--- src/rtl/ifu_n.sv ---
`default_nettype none
// ============================================================================
// Module   : ifu_n
// Purpose  : RV32 instruction fetch unit. Owns the PC, fetches one word over a
//            valid/ready request channel and presents it until commit.
// Revision : 1.0
// ============================================================================
module ifu_n #(
    parameter logic [31:0] RESET_PC = 32'h8000_0000,
    parameter int          TIMEOUT  = 256
) (
    input  logic        clk,
    input  logic        rst,
    input  logic [31:0] next_pc,
    input  logic        commit,
    output logic        mem_req_valid,
    input  logic        mem_req_ready,
    output logic [31:0] mem_req_addr,
    input  logic        mem_resp_valid,
    input  logic [31:0] mem_resp_data,
    input  logic        mem_resp_err,
    output logic        inst_valid,
    output logic [31:0] instruction,
    output logic [31:0] pc,
    output logic        fetch_fault,
    output logic [1:0]  fault_cause
);

    localparam int                C_CNT_W        = $clog2(TIMEOUT + 1);
    localparam logic [C_CNT_W-1:0] C_CNT_LAST    = C_CNT_W'(TIMEOUT - 1);
    localparam logic [31:0]       C_NOP          = 32'h0000_0013;
    localparam logic [1:0]        C_CAUSE_NONE   = 2'd0;
    localparam logic [1:0]        C_CAUSE_ALIGN  = 2'd1;
    localparam logic [1:0]        C_CAUSE_BUS    = 2'd2;
    localparam logic [1:0]        C_CAUSE_TOUT   = 2'd3;

    typedef enum logic [2:0] {
        ST_IDLE  = 3'd0,
        ST_REQ   = 3'd1,
        ST_WAIT  = 3'd2,
        ST_VALID = 3'd3,
        ST_FAULT = 3'd4
    } state_t;

    state_t               r_state;
    state_t               w_next;
    logic [31:0]          r_pc;
    logic [31:0]          r_instr;
    logic [C_CNT_W-1:0]   r_cnt;
    logic [1:0]           r_cause;
    logic                 w_misaligned;
    logic                 w_cnt_expired;

    assign w_misaligned  = (r_pc[1:0] != 2'b00);
    assign w_cnt_expired = (r_cnt == C_CNT_LAST);

    always_ff @(posedge clk or posedge rst) begin
        if (rst) begin
            r_state <= ST_IDLE;
        end else begin
            r_state <= w_next;
        end
    end

    always_comb begin
        w_next = r_state;
        case (r_state)
            ST_IDLE:  w_next = ST_REQ;
            ST_REQ: begin
                if (w_misaligned) begin
                    w_next = ST_FAULT;
                end else if (mem_req_ready) begin
                    w_next = ST_WAIT;
                end
            end
            ST_WAIT: begin
                // A response in the final counted cycle takes priority over timeout.
                if (mem_resp_valid) begin
                    w_next = mem_resp_err ? ST_FAULT : ST_VALID;
                end else if (w_cnt_expired) begin
                    w_next = ST_FAULT;
                end
            end
            ST_VALID: begin
                if (commit) begin
                    w_next = ST_REQ;
                end
            end
            ST_FAULT: w_next = ST_FAULT;
            default:  w_next = ST_IDLE;
        endcase
    end

    always_ff @(posedge clk or posedge rst) begin
        if (rst) begin
            r_pc    <= RESET_PC;
            r_instr <= C_NOP;
            r_cnt   <= '0;
            r_cause <= C_CAUSE_NONE;
        end else begin
            case (r_state)
                ST_REQ: begin
                    if (w_misaligned) begin
                        r_cause <= C_CAUSE_ALIGN;
                    end else if (mem_req_ready) begin
                        r_cnt <= '0;
                    end
                end
                ST_WAIT: begin
                    if (mem_resp_valid) begin
                        if (mem_resp_err) begin
                            r_cause <= C_CAUSE_BUS;
                        end else begin
                            r_instr <= mem_resp_data;
                        end
                    end else if (w_cnt_expired) begin
                        r_cause <= C_CAUSE_TOUT;
                    end else if (r_cnt != '1) begin
                        r_cnt <= r_cnt + 1'b1;
                    end
                end
                ST_VALID: begin
                    if (commit) begin
                        r_pc <= next_pc;
                    end
                end
                default: ;
            endcase
        end
    end

    // Outputs depend only on registered state, never directly on inputs.
    assign mem_req_valid = (r_state == ST_REQ) && !w_misaligned;
    assign mem_req_addr  = r_pc;
    assign inst_valid    = (r_state == ST_VALID);
    assign instruction   = r_instr;
    assign pc            = r_pc;
    assign fetch_fault   = (r_state == ST_FAULT);
    assign fault_cause   = r_cause;

endmodule
`default_nettype wire

--- config.mk ---
export PLATFORM = sky130hd
export DESIGN_NAME = ifu_n
export DESIGN_NICKNAME = d
export VERILOG_FILES = /design/src/rtl/ifu_n.sv
export SDC_FILE = /design/constraint.sdc
export NUM_CORES = 1
export LEC_CHECK = 0
export CAP_MARGIN = 20
export CORE_UTILIZATION = 41
export DETAILED_ROUTE_END_ITERATION = 10
export PLACE_DENSITY = 0.9
export SLEW_MARGIN = 20
export SYNTH_ARGS = -nofsm -noshare
export SYNTH_HDL_FRONTEND = slang
export SYNTH_SLANG_ARGS = --single-unit
--- constraint.sdc ---
create_clock -name clk -period 3.45 [get_ports clk]
set_input_delay 0.8625 -clock clk [delete_from_list [all_inputs] [get_ports clk]]
set_output_delay 0.8625 -clock clk [all_outputs]
set_load 0.005 [all_outputs]
==> metrics.sh <==
RSZ0062_AT_GRT='false'
WORSTSETUPSTARTPOINTTYPE='register'
SYNTH.AREA.MUX_SHARE_PCT=23.11
VIAS=2546
RESULT_OF_THE_RUN='complete, no violations'
LAYOUT_MIN_CYCLE_TIME_NS=2.838
POST_DETAILED_ROUTE_WIRELENGTH_PER_CELL_UM=16.30
GLOBAL_ROUTE.USAGE.TOTAL_PCT=18.34
SYNTH_TOP_FAMILY_BY_AREA='multiplexers'
YOSYS_WARN_COUNT=0
CRITICAL_PATH_ARRIVAL_NS=1.98
SLEW_VIOLATIONS=0
LEAKAGE_nW=2.387
PLACEMENT.SETUP.WORST_SLACK_NS=0.8598
SYNTH_COMPOUND_GATE_AREA_SHARE_PCT=5.413
TIGHTESTPINTRANSITION_NS=0.6279
POWER.SWITCHING_FRACTION_PCT=28.29
SYN_TO_FINAL_GROWTH_PCT=49.65
CLOCK_TREE.HTREE_LEVEL_COUNT=3
TIMING.CRITICAL_PATH.FANOUT_MAX=9
CAP_VIOLATIONS=0
GRT_ANTENNA_BEFORE_REPAIR=0
FRACTION_OF_LAYOUT_CELLS_WITH_A_SIZE_SUFFIX_ABOVE_1_PCT=15.25
POST_SYNTHESIS_SHARE_OF_CELL_AREA_SPENT_ON_FULL_ADDERS_HALF_ADDERS_AND_MAJORITY_GATES_PCT=1.041
CTSRESIZECOUNT=0
SYNTHXORXNORAREAFRAC_PCT=0
SETUP.WORST_PATH.CLASS='register to output port'
MAX_FREQ_GHz=0.3523
CLOCK-SKEW-FINAL_NS=0.01279
POST_SYNTH.CELL_AREA_AVG_UM2=13.66
CTSLONGESTPATHBUFFERS=2
CTS_TREE='yes'
CTS-HOLD-FIX-BUFFERS=0
SINKS_ON_THE_CLOCK_NET=78
SLEW_HEADROOM_PCT=57.96
POWER.SWITCHING_mW=1.232
FINALWEIGHTEDCONGESTION=0.8260
GRT_MAX_DEGREE=52
GLOBALROUTEOVERFLOWTOTAL=0
VIA_COUNT_OF_THE_FIRST_GLOBAL_ROUTING_PASS=2586
CORE_AREA_MM2=0.008382
MIN_DELAY_PATH_DEPTH=1
SYNTH.NET_COUNT=337
RR_WORST_DEPTH=9
LAYOUT.NETS=481
POWER.CLOCK.FRACTION_PCT=17.2
POSTROUTEANTENNANETS=0
DETAILEDPLACEMENTHPWL_UM=6386
PWR_DENSITY_CELL_mW_PER_MM2=807.3
AVGVIACOUNTPERCELL=4.915
WORSTPATHREQUIRED_NS=2.59
REPORT.FINAL.HOLD_VIOL_COUNT=0
CLOCKROOTBUFFER='sky130_fd_sc_hd__clkbuf_8'
DIE_HEIGHT_UM=95.78
DRTITER0DRC=59
INITIAL_CORE_UTIL_PCT=43.02
CTS_MADE_BUFFERS=9
FP.DIEW_UM=95.78
PLACEMENT_ROWS=33
POST_CTS_BUFFERS=0
SYNTH_SIMPLE_GATE_AREA_SHARE_PCT=7.044
INSERTION_DELAY_NS=0.34
TIMING.FINAL.WS_SETUP_NS=0.6115
SYNTH.YOSYS.SEQ_AREA_SHARE_PCT=54.27
NETLIST_INSTANCES=264
CTS.REPORTEDPATHS.CLKPINSLEW_NS=0.08
ANTENNA-DIODE-COUNT=0
YOSYSUNIQUECELLTYPES=39
END_KIND='output port'
DRT_FIRST_PASS_ITERS=4
DRC=0
FINAL_CELL_COUNT_NO_FILL=518
SETUP-TNS-FINAL_NS=0
FINAL_MIN_PERIOD_OVER_CLOCK_PERIOD_PCT=82.28
POWER_mW=4.357
FLOPS_LATCHES_SYNTH=78
DP.CELLS=502
INTPOWER_mW=3.124
BUFFER_PORTS.INSERTED=170
HOLD_PATH.CLASS='register to register'
DIE_AREA_MM2=0.009174
SEQUENTIAL_FRACTION_OF_DESIGN_POWER_PCT=37.4
IOPINCOUNT=171
P_COMB_SHARE_PCT=45.4
POST_SYNTHESIS_CELL_AREA_MM2=0.003606
GLOBAL_ROUTE_WIRE_LENGTH_BEFORE_REPAIR_UM=12720
SETUP_VIOL=0
DETAIL_ROUTE.WIRELENGTH_UM=8443
POWER.IR.VDD_WORST_mV=0.4308
==> sequential cells by signal, summed over array words and instances (netlist names) <==
name          count
mem_req_addr     32
fault_cause       2
r_cnt             9
instruction      32
r_state           3
==> power groups by stage <==
stage,Combinational (mW),Sequential (mW),Clock [mW]
after global routing,2.14,1.69,0.811
after detailed placement,2.00,1.65,0
after CTS,2.01,1.64,0.773
after global placement,1.94,1.62,0
final,1.98,1.63,0.750
after floorplan,0.938,1.61,0
==> critical path, stage by stage, from the launching register on <==
cell and delay [ns]:
sky130_fd_sc_hd__dfrtp_1 0.50, sky130_fd_sc_hd__or3b_4 0.47, sky130_fd_sc_hd__nor3_1 0.15, sky130_fd_sc_hd__clkdlybuf4s50_1 0.53
==> final timing paths <==
check | start | endpoint | slack [ns]
min | r_cnt[7] | r_cnt[7] | 0.49
max | r_state[2] | mem_req_valid | 0.61
max in group asynchronous | rst | mem_req_addr[31] | 1.82
max reg2reg | r_cnt[0] | r_cnt[3] | 1.00
min in group asynchronous | rst | instruction[20] | 0.91
min reg2reg | r_cnt[7] | r_cnt[7] | 0.49
==> stage by stage <==
step	util (%)	hold WS (ns)	area (um2)
after global routing	64.38	0.5188	5396
final	64.38	0.4924	5396
after floorplan	-	0.4425	3606
after CTS	64.38	0.4888	5396
after global placement	61.74	0.4678	5175
after detailed placement	61.74	0.4710	5175
==> cells by family after synthesis <==
logic type | after synthesis
buffers and inverters | 48
AND/OR/NAND/NOR | 41
adder cells (fa/ha/maj) | 3
multiplexers | 64
flip-flops | 78
AO/OA/AOI/OAI | 30
==> cell type report <==
class / instances / area (um2)
clock buffers: 10 / 127.6
clock inverters: 6 / 93.84
fillers: 637 / 2985
inverters: 8 / 30.03
multi-input cells: 138 / 1320
flip-flops and latches: 78 / 1957
well taps: 105 / 131.4
repair buffers: 173 / 1737
==> metal layers <==
metal	GRT usage (%)	vias up	share of wire, %
met5	0	-	0
met4	4.478	0	0.53
met3	5.450	4	7.0
met2	31.67	103	53
met1	22.51	1255	40
li1	-	1184	-
==> synth_stat cells (all sizes together) <==
cell      n  area share, %
dfrtp    74             51
nor2     12            1.8
dfstp     4            2.9
o31ai     5            1.0
and3      2           0.35
a22oi     3           0.76
a21oi     8            1.1
and2      4           0.69
buf      40            8.3
o21ai     6           0.83
o21a      2           0.42
nor3      5            1.0
a2bb2oi   1           0.24
nand4     1           0.17
mux2     64             23
nand2     7           0.80
o41ai     1           0.24
a211o     1           0.24
a31oi     3           0.52
nor2b     1           0.17
or3b      2           0.56
nor3b     2           0.56
nand3b    1           0.21
ha        3            1.0
nand3     3           0.42
inv       8           0.83
nor4      1           0.35
==> cell usage in the layout, fill, tap and decap left out, drive strengths merged <==
master,synthesis,routed
nor2b,1,1
nand2,7,7
o21a,2,2
ha,3,3
dfstp,4,4
nor4,1,1
a2bb2oi,1,1
a211o,1,1
bufinv,0,2
o41ai,1,1
inv,8,9
clkdlybuf4s50,0,170
o21ai,6,6
buf,40,3
a31oi,3,3
nand4,1,1
mux2,64,64
a22oi,3,3
nand3b,1,1
dfrtp,74,74
or3b,2,2
clkbuf,0,10
clkinv,0,2
a21oi,8,8
nor3b,2,2
nor2,12,12
nand3,3,3
o31ai,5,5
clkinvlp,0,1
and3,2,2
nor3,5,5
and2,4,4
No activity file was read; power rests on OpenSTA's default activity.
